--- src/rtl/dsd_pkg.sv ---
// dsd_pkg: shared types and helpers for the DSD receive path.
package dsd_pkg;
  typedef enum logic {HUNT, RUN} dsd_rx_state_t;
  function automatic int cnt_w(input int dw);
    return (dw > 1) ? $clog2(dw) : 1;
  endfunction
endpackage

--- src/rtl/dsd_rx_fifo.sv ---
// dsd_rx_fifo: 2-entry head/tail FIFO; head register drives the output directly.
module dsd_rx_fifo #(
  parameter int W = 32
) (
  input  logic         bclk,
  input  logic         rst_n,
  input  logic         push_i,
  input  logic         pop_i,
  input  logic [W-1:0] din_i,
  output logic [W-1:0] dout_o,
  output logic         full_o,
  output logic         empty_o
);
  logic [W-1:0] r_head, r_tail;
  logic [1:0]   r_cnt;
  logic         w_push, w_pop;
  assign w_pop   = pop_i && r_cnt != 2'd0;
  assign w_push  = push_i && (r_cnt != 2'd2 || w_pop);
  assign dout_o  = r_head;
  assign full_o  = r_cnt == 2'd2;
  assign empty_o = r_cnt == 2'd0;
  always_ff @(posedge bclk or negedge rst_n) begin
    if (!rst_n) begin
      r_head <= '0;
      r_tail <= '0;
      r_cnt  <= '0;
    end else begin
      if (w_push && (r_cnt == 2'd0 || (w_pop && r_cnt == 2'd1))) r_head <= din_i;
      else if (w_pop && r_cnt == 2'd2) r_head <= r_tail;
      if (w_push && (r_cnt == 2'd2 || (r_cnt == 2'd1 && !w_pop))) r_tail <= din_i;
      r_cnt <= r_cnt + {1'b0, w_push} - {1'b0, w_pop};
    end
  end
endmodule

--- src/rtl/dsd_rx.sv ---
// dsd_rx: DSD stereo serial receiver with frame-sync alignment and a 2-word output buffer.
module dsd_rx
  import dsd_pkg::*;
#(
  parameter int DW = 16
) (
  input  logic          bclk,
  input  logic          rst_n,
  input  logic          sync_i,
  input  logic          ldata_i,
  input  logic          rdata_i,
  output logic [DW-1:0] ldata_o,
  output logic [DW-1:0] rdata_o,
  output logic          valid_o,
  input  logic          ready_i,
  output logic          locked_o,
  output logic          resync_o,
  output logic          overrun_o,
  input  logic          clr_i
);
  localparam int BW = cnt_w(DW);
  localparam logic [BW-1:0] LAST = BW'(DW - 1);
  dsd_rx_state_t r_state, w_next;
  logic [BW-1:0] r_bcnt, w_bcnt;
  logic [DW-1:0] r_lsh, r_rsh, w_lsh, w_rsh;
  logic          w_mis, w_push, w_full, w_empty, w_drop;
  logic          r_resync, r_overrun;
  always_comb begin
    w_next = r_state;
    w_bcnt = r_bcnt;
    w_lsh  = {r_lsh[DW-2:0], ldata_i};
    w_rsh  = {r_rsh[DW-2:0], rdata_i};
    w_mis  = 1'b0;
    w_push = 1'b0;
    if (r_state == HUNT) begin
      w_lsh = sync_i ? DW'(ldata_i) : r_lsh;
      w_rsh = sync_i ? DW'(rdata_i) : r_rsh;
      w_bcnt = sync_i ? BW'(1) : r_bcnt;
      w_next = sync_i ? RUN : HUNT;
    end else if (sync_i && r_bcnt != '0) begin
      // misaligned sync: drop the partial word and restart on this bit as MSB
      w_mis  = 1'b1;
      w_lsh  = DW'(ldata_i);
      w_rsh  = DW'(rdata_i);
      w_bcnt = BW'(1);
    end else begin
      w_push = r_bcnt == LAST;
      w_bcnt = w_push ? '0 : r_bcnt + 1'b1;
    end
  end
  assign w_drop    = w_push && w_full && !ready_i;
  assign valid_o   = !w_empty;
  assign locked_o  = r_state == RUN;
  assign resync_o  = r_resync;
  assign overrun_o = r_overrun;
  always_ff @(posedge bclk or negedge rst_n) begin
    if (!rst_n) begin
      r_state   <= HUNT;
      r_bcnt    <= '0;
      r_lsh     <= '0;
      r_rsh     <= '0;
      r_resync  <= 1'b0;
      r_overrun <= 1'b0;
    end else begin
      r_state   <= w_next;
      r_bcnt    <= w_bcnt;
      r_lsh     <= w_lsh;
      r_rsh     <= w_rsh;
      r_resync  <= w_mis;
      r_overrun <= w_drop ? 1'b1 : (clr_i ? 1'b0 : r_overrun);
    end
  end
  dsd_rx_fifo #(.W(2 * DW)) u_fifo (
    .bclk    (bclk),
    .rst_n   (rst_n),
    .push_i  (w_push),
    .pop_i   (ready_i),
    .din_i   ({w_lsh, w_rsh}),
    .dout_o  ({ldata_o, rdata_o}),
    .full_o  (w_full),
    .empty_o (w_empty)
  );
endmodule

--- config.mk ---
export PLATFORM = sky130hd
export DESIGN_NAME = dsd_rx
export DESIGN_NICKNAME = d
export VERILOG_FILES = /design/src/rtl/dsd_pkg.sv /design/src/rtl/dsd_rx_fifo.sv /design/src/rtl/dsd_rx.sv
export SDC_FILE = /design/constraint.sdc
export NUM_CORES = 1
export LEC_CHECK = 0
export BUFFER_PORTS_ARGS = -buffer_cell sky130_fd_sc_hd__buf_2
export CAP_MARGIN = 20
export CORE_UTILIZATION = 32
export DETAILED_ROUTE_END_ITERATION = 8
export GPL_TIMING_DRIVEN = 0
export HOLD_SLACK_MARGIN = 0.06
export PLACE_DENSITY = 0.56
export REMOVE_ABC_BUFFERS = 1
export SYNTH_ARGS = -nofsm -noshare
export SYNTH_HDL_FRONTEND = slang
export SYNTH_SLANG_ARGS = --single-unit
export TNS_END_PERCENT = 20
--- constraint.sdc ---
create_clock -name bclk -period 2.4 [get_ports bclk]
set_input_delay 0.24 -clock bclk [delete_from_list [all_inputs] [get_ports bclk]]
set_output_delay 0.24 -clock bclk [all_outputs]
set_load 0.05 [all_outputs]
==> impl_results.md, run 1 <==
- Hold_ws: about 0.18 ns
- Worst Setup Start Kind: register
- Setup violators final: 0
- TNS Setup: 0 ns
- Worst Tran Pin Value: around 0.8 ns
- Worst setup endpoint: u_fifo.dout_o[0]
- Post-synthesis cell type count: 34
- Core area: 14,700 um^2
- Pwr Total: 4.83 mW
- Via Count: ~2,900
- Reg2reg setup slack: 0.18 ns
- Vias in the first global route: 3,131
- CP Max Fanout: 32
- Share of post-route cells with drive strength above 1: 0.188
- Mapped Area: around 4900 um^2
- Status: finished, violations left
- M3 GR Usage: 0.0289
- Placed insts: 598
- Detailed placement HPWL: 6.15 mm
- Clock Sinks: between 100 and 150
- Die area: 15,800 um^2
- Maximum clock rate: 0.450 GHz
- Yosys reg bits: 105
- PD cells: between 800 and 900 nW/um^2
- First-pass GRT wire length: 15.6 mm
- Failing checks: DRC
- CTS tree: done
- Antenna Cells: 0
- Final worst-path cycle share: 0.926
- Clk network pwr share: 0.302
- Slowest stage cell, crit path: or4_4
- Max incr delay on CP: about 0.8 ns
- Syn_area_per_cell: about 13 um^2
- Clk_lat worst skew: 0.34 ns
- Switching Fraction: 0.325
- Count of pins over their slew limit: 0
- Critical path arrival: 2.45 ns
- Max_cap viols: 0
- Unrepaired setup endpoints after global routing: no
- Synth async-reset ratio: 1.00
- Synth area leaders: dfrtp_1, mux2i_1, a2bb2oi_1
- P&R area growth vs syn: 15.5%
- Root buf cell: clkbuf_16
- Final Hold Viols: 0
- CP endpoint kind: register
- Flop pwr share: 0.448
- CTS-repair resized insts: 0
- Worst EP required: 2.62 ns
- GRT Util Overall: 0.126
- Post-synth top area cell: dfrtp_1
- 1st-iter DRT viols: roughly 130
- Prevailing post-synth register cell: dfrtp_1
- R2r startpoint: locked_o
- Drt drc: 6
- Number of flops mapped to enable cells by yosys: 0
- Drt pass-1 iters: 6
- Worst setup startpoint: locked_o
- GPL Wtd Cong: between 0.6 and 0.7
- Cells along the critical path: buf_12, nand2b_4, or4_4, mux2_2
- Post-Synthesis Cells: 387
- Wire per inst: 14.7 um
- Non-filler instance count after layout: 616
- Met2 GRT Util: 0.208
- Clk slew on worst S/H paths: 0.07 ns
- Clock skew: 0.00651 ns
- Initial antenna violation count: 0
- Io pins: 43
- Static Leak: 3.21 nW
- WS Path Type: register to register
- Nets: 439
- Post-synth top area share: 0.537
- Syn. warnings: 0
- Sequential share of the synthesized area: 0.537
- GRT overflow: 0
- DIE WIDTH: 126 um
- Initial Util: 0.333
- Combinational share of power: 0.250
- Post-route ant nets: 0
- Port Buffer Count: 42
- R2R depth: 4
- Critical path depth: 4
- Cell family with most CP delay: simple AND/OR/NAND/NOR gates
- Min Tclk post-route: ~2.2 ns
- GR peak layer: met2
- H-tree levels: 3
- Total wire length: 9.07 mm
- Total CTS buffers: 9
- Switching pwr: 1.57 mW
- Max-slew headroom: 0.467
- Die Span Y: around 130 um
- HP Class: input port to register
- Internal power: 3.26 mW
- Bufs on Longest Clock Path: 2
- Largest net degree at the start of global routing: 62
- Num rows: 44
- VDD IR-drop max: 0.000355 V
- Worst path buffer plus inverter count: 1
- Vias per cell: 4.70
- RR Endpoint: u_fifo.dout_o[0]
- GR Layer Usage met1: 0.157
power groups by stage:
stage / registers [mW] / logic, mW / clock network (mW)
global route: 2.20 / 1.33 / 1.58
global placement: 2.19 / 1.19 / 0
floorplan: 2.40 / 0.674 / 0
CTS: 2.17 / 1.24 / 1.52
finish: 2.16 / 1.21 / 1.46
detailed placement: 2.20 / 1.23 / 0
metrics by stage:
step,instance area [um^2],util,setup WS (ns)
finish,5650,0.384,0.178
global route,5650,0.384,0.0847
CTS,5650,0.384,0.160
detailed placement,5310,0.362,-0.298
global placement,5160,0.351,-2.88
floorplan,4720,-,-1.39
worst register-to-register path: stages, from the launching register on:
cell and delay (ns):
dfrtp_2 0.55, buf_12 0.26, nand2b_4 0.10, or4_4 0.80, mux2_2 0.39
state kept, by name (all words and copies together) (netlist names):
register,count
r_bcnt,4
overrun_o,1
u_fifo.r_tail,32
locked_o,1
r_lsh,16
resync_o,1
u_fifo.r_cnt,2
r_rsh,16
u_fifo.dout_o,32
logic make-up (layout without fill, tap and decap cells):
group	count (synthesis)	after routing	share of synthesized area
AND/OR/NAND/NOR	22	22	0.0317
XOR/XNOR	2	2	0.00358
flip-flops	105	105	0.537
adder cells (fa/ha/maj)	4	4	0.0102
multiplexers	128	128	0.264
AO/OA/AOI/OAI	38	38	0.0681
buffers and inverters	88	133	0.0850
area by class of cell:
type,instances,area [um^2]
Inverter,66,248
Timing Repair Buffer,52,398
Tap cell,184,230
Clock inverter,5,56.3
Multi-Input combinational cell,194,1850
Sequential cell,105,2630
Clock buffer,10,239
Fill cell,1417,9050
placed cells by master (no fill, tap or decap), drive strengths merged, types with 2 or more instances in the layout:
master	count
inv	66
nor2b	2
mux2i	120
nand3b	2
nand2b	2
a2bb2oi	30
clkinv	3
nand2	3
a21oi	2
xnor2	2
dfrtp	105
nor3b	2
and2	2
buf	51
ha	4
or4	2
mux2	8
nor2	2
clkbuf	10
per-layer routing:
metal	part of all wire	routed length, um	up-vias
met5	0	0	-
met3	0.037	332	11
li1	-	-	1400
met2	0.49	4420	35
met4	0.018	163	0
met1	0.46	4150	1452
synth_stat cells (all sizes together), types with 2 or more instances:
master,n
mux2i,120
dfrtp,105
inv,66
a2bb2oi,30
buf,13
clkbuf,9
mux2,8
ha,4
nand2,3
a21oi,2
and2,2
nand2b,2
nand3b,2
nor2,2
nor2b,2
nor3b,2
or4,2
xnor2,2
worst min path at each step:
stage / startpoint / to / slack, ns / cells after the start
after floorplan: rst_n / locked_o / -0.06 / 0
final: rdata_i / r_rsh[0] / 0.18 / 2
after detailed placement: rst_n / u_fifo.dout_o[13] / 0.40 / 1
after global placement: u_fifo.r_tail[0] / u_fifo.r_tail[0] / 0.49 / 1
after CTS: rdata_i / r_rsh[0] / 0.16 / 2
after global routing: rdata_i / r_rsh[0] / 0.17 / 2
what timing repair did:
item / in CTS / in global routing
hold endpoints to repair: 60 / 0
setup buffers: 2 / 0
hold buffers: 1 / 0
endpoints found under the setup margin: 25 / 0
No activity file was read; power rests on OpenSTA's default activity.
==> run 2: changes to the inputs <==
PLACE_DENSITY = 0.58   (was 0.56)
clock period = 1.8 ns   (was 2.4 ns; I/O delays follow)
==> impl_results.md, run 2 (synthesis gave the netlist of run 1 again) <==
- Total wire length: 10.7 mm
- Static Leak: around 3.3 nW
- Clk_lat worst skew: 0.35 ns
- Antenna Cells: 0
- Core area: 14,700 um^2
- Share of post-route cells with drive strength above 1: 0.242
- VDD IR-drop max: 0.000541 V
- CTS tree: done
- Initial antenna violation count: 0
- GRT Util Overall: 0.137
- Vias per cell: 4.76
- Internal power: around 4.4 mW
- Final worst-path cycle share: 1.01
- P&R area growth vs syn: 20.3%
- Final WS setup: -0.0197 ns
- Count of pins over their slew limit: 0
- Initial Util: 0.333
- Combinational share of power: 0.277
- Cell family with most CP delay: simple AND/OR/NAND/NOR gates
- Clock Sinks: 105
- H-tree levels: 3
- Met2 GRT Util: 0.239
- Most frequent cells in the layout: mux2i_1, dfrtp_1, inv_1
- Nets: 460
- Most common cell after layout, fill and taps aside: mux2i_1
- Bufs on Longest Clock Path: 2
- WS Path Type: register to register
- Clock skew: 0.00677 ns
- Placed inst area: 5290 um^2
- Drt pass-1 iters: 6
- Clk network pwr share: 0.287
- Slowest stage cell, crit path: or4_4
- Switching pwr: 2.34 mW
- Unrepaired setup endpoints after global routing: yes
- Clk slew on worst S/H paths: approximately 0.070 ns
- Status: finished, violations left
- Worst Setup Start Kind: register
- Root buf cell: clkbuf_16
- Drt drc: 2
- First-pass GRT wire length: 16.6 mm
- Largest net degree at the start of global routing: 62
- Reg2reg setup slack: -0.02 ns
- Die Span Y: 126 um
- Failing checks: DRC, setup timing
- Io pins: 43
- Design Area, Final: 5880 um^2
- HP Class: input port to register
- Wire per inst: approximately 17 um
- Flop pwr share: 0.436
- Critical path arrival: 2.04 ns
- Total CTS buffers: 9
- Max-slew headroom: 0.493
- Num rows: 44
- M3 GR Usage: 0.0344
- GPL Wtd Cong: 0.705
- Post-layout util: 0.400
- Via Count: 3,040
- Die area: 15,800 um^2
- Post-route ant nets: 0
- Switching Fraction: 0.349
- Worst Tran Pin Value: 0.760 ns
- Port Buffer Count: 42
- Maximum clock rate: about 0.55 GHz
- Worst path buffer plus inverter count: 1
- Min Tclk post-route: 1.82 ns
- GRT overflow: 0
- Worst EP required: between 2 and 2.5 ns
- Pwr Total: 6.69 mW
- Max_cap viols: 0
- Final Hold Viols: 0
- Cells along the critical path: ha_4, nand3_4, or4_4, buf_12, mux2i_2
- Vias in the first global route: 3,130
- GR Layer Usage met1: 0.168
- Setup violators final: 1
- Max incr delay on CP: roughly 0.64 ns
- CP Max Fanout: 8
- CP endpoint kind: register
- 1st-iter DRT viols: 134
- PD cells: 1140 nW/um^2
- GR peak layer: met2
- Detailed placement HPWL: between 6 and 7 mm
- DIE WIDTH: ~130 um
## run 2: routing by layer
metal  wire (um)  vias to the layer above
li1            -                     1440
met1        4860                     1551
met2        5440                       40
met3         321                        9
met4         106                        0
met5           0                        -
## run 2: power by group through the flow
stage	registers, mW	logic (mW)	clock network [mW]
after floorplan	3.20	0.898	0
after global placement	2.92	1.59	0
after detailed placement	2.93	1.66	0
after CTS	2.91	1.75	1.97
after global routing	2.96	2.00	2.07
final	2.92	1.85	1.92
## run 2: worst paths after layout
kind / startpoint / endpoint / depth (start not counted)
setup / recovery: r_bcnt[0] / u_fifo.dout_o[7] / 5
hold / removal: ldata_i / r_lsh[0] / 2
setup reg to reg: r_bcnt[0] / u_fifo.dout_o[7] / 5
hold reg to reg: u_fifo.r_tail[16] / u_fifo.r_tail[16] / 1
max in group asynchronous: rst_n / u_fifo.r_tail[19] / 3
min in group asynchronous: rst_n / u_fifo.dout_o[14] / 2
## run 2: worst reg2reg max path: cells and delay by family (launching register included)
| family | cells | cell delay [ns] |
|---|---|---|
| buf+inv | 1 | 0.19 |
| mux | 1 | 0.15 |
| flops | 1 | 0.41 |
| fa+ha+maj | 1 | 0.18 |
| simple gates | 2 | 0.77 |
## run 2: per-stage QoR
step	instances	worst slack, ns	hold WS [ns]	setup TNS (ns)
finish	638	-0.0197	0.102	-0.0197
global route	638	-0.0817	0.0983	-1.57
CTS	629	-0.0137	0.0968	-0.0828
detailed placement	598	-0.813	0.238	-44.69
global placement	591	-3.56	0.455	-261.58
floorplan	365	-1.99	-0.116	-119.46
## run 2: what timing repair did
item                                   CTS  global route
endpoints found under the hold margin   44             0
setup buffers                           13             7
gates resized for setup                 13             6
gates cloned                             1             2
hold buffers                             1             0
setup endpoints to repair               96            65
pin swaps                                3             4
## run 2: layout make-up
cell class                      instances  area [um^2]
Sequential cell                       105         2640
Inverter                               66          248
Clock buffer                           10          239
Clock inverter                          6         51.3
Tap cell                              184          230
Timing Repair Buffer                   71          571
Multi-Input combinational cell        196         1910
Fill cell                            1399         8820
==> run 3: changes to the inputs <==
HOLD_SLACK_MARGIN = default   (was 0.06)
PLACE_DENSITY = default   (was 0.58)
==> impl_results.md, run 3 (synthesis gave the netlist of run 1 again) <==
- DIE WIDTH: 126 um
- Maximum clock rate: ~0.56 GHz
- Via Count: 3,042
- R2R depth: 5
- Hold path depth: 2
- Critical path arrival: 2.01 ns
- Reg2reg setup slack: 0.009 ns
- Die area: 15,800 um^2
- Post-route ant nets: 0
- Final worst-path cycle share: 0.995
- Internal power: 4.42 mW
- Root buf cell: clkbuf_16
- Clock Sinks: 105
- CP endpoint kind: register
- Status: finished, violations left
- Die Span Y: ~130 um
- Pwr Total: 6.65 mW
- Port Buffer Count: 42
- Total CTS buffers: 9
- WS Path Type: register to register
- Clk_lat worst skew: 0.34 ns
- Worst Setup Start Kind: register
- Antenna Cells: 0
- Num rows: 44
- Final Hold Viols: 0
- Max-slew headroom: 0.521
- GRT overflow: 0
- Min Tclk post-route: roughly 1.8 ns
- VDD IR-drop max: a little under 0.0005 V
- Worst Tran Pin Value: 0.718 ns
- Detailed placement HPWL: roughly 6.0 mm
- Switching Fraction: 0.335
- First-pass GRT wire length: 16.6 mm
- Vias per cell: ~4.7
- Worst EP required: 2.02 ns
- Combinational share of power: 0.286
- Bufs on Longest Clock Path: 2
- Initial Util: 0.333
- Unrepaired setup endpoints after global routing: yes
- Setup violators final: 0
- 1st-iter DRT viols: 170
- Clk slew on worst S/H paths: 0.07 ns
- Count of pins over their slew limit: 0
- HP Class: input port to register
- Switching pwr: 2.23 mW
- Most frequent cells in the layout: mux2i_1, dfrtp_1, inv_1
- Failing checks: DRC
- Nets: 465
- Io pins: 43
- Vias in the first global route: 3,298
- Static Leak: 3.37 nW
- Wire per inst: between 15 and 20 um
- P&R area growth vs syn: 22.2%
- Drt pass-1 iters: 6
- GPL Wtd Cong: 0.670
- PD cells: 1110 nW/um^2
- Clock skew: 0.00600 ns
- H-tree levels: 3
- Most common cell after layout, fill and taps aside: mux2i_1
- Drt drc: 2
- CTS tree: done
- Max_cap viols: 0
- Post-layout util: 0.406
- Core area: 14,700 um^2
- Initial antenna violation count: 0
- Clk network pwr share: 0.277
- Largest net degree at the start of global routing: between 60 and 70
- Total wire length: 10.6 mm
- CP Max Fanout: 8
- Flop pwr share: 0.438
- GRT Util Overall: 0.135
- Share of post-route cells with drive strength above 1: 0.248
run 3: critical path: stages, from the launching register on:
cell and delay, ns:
dfrtp_1 0.44, ha_4 0.18, nand3_4 0.12, or4_4 0.60
clkbuf_16 0.20, mux2i_1 0.12
run 3: worst paths after layout:
path | from | end
max | r_bcnt[0] | u_fifo.dout_o[26]
min | ldata_i | r_lsh[0]
max reg2reg | r_bcnt[0] | u_fifo.dout_o[26]
min reg2reg | overrun_o | overrun_o
max in group asynchronous | rst_n | locked_o
min in group asynchronous | rst_n | u_fifo.r_tail[29]
run 3: area by class of cell:
type                       instances  area, um^2
tap                              184         230
inverter                          66         248
clock inverter                     3        15.0
timing repair buffer              76         664
fill                            1364        8720
multi-input combinational        196        1920
sequential                       105        2630
clock buffer                      13         260
run 3: stage by stage:
stage	hold slack (ns)	cell area (um^2)	worst slack, ns	TNS, ns	instances
after floorplan	-0.116	4720	-1.99	-119.46	365
after global placement	0.453	5160	-3.50	-256.45	591
after detailed placement	0.209	5300	-0.546	-34.58	599
after CTS	0.0995	5790	-0.0215	-0.0850	632
after global routing	0.108	5970	-0.0330	-0.263	643
final	0.112	5970	0.00865	0	643
run 3: power by group through the flow:
stage | logic, mW | clock network [mW] | registers [mW]
2_1_floorplan | 0.898 | 0 | 3.20
4_1_cts | 1.79 | 1.89 | 2.90
3_3_place_gp | 1.59 | 0 | 2.92
3_5_place_dp | 1.65 | 0 | 2.94
5_1_grt | 2.06 | 1.97 | 2.96
6_report | 1.90 | 1.84 | 2.91
run 3: per-layer routing:
metal  share of wire  wire (um)  global-route usage
met4           0.016        172              0.0603
met5               0          0                   0
met2            0.51       5350               0.232
met3           0.038        406              0.0293
met1            0.44       4660               0.162
run 3: timing repair:
action                                  in CTS  in global routing
pin swaps                                    4                  5
cloned                                       1                  3
endpoints found under the hold margin       40                  0
buffers inserted                            15                  8
gates resized for setup                      9                 11
hold buffers                                 1                  0
endpoints found under the setup margin      95                 65
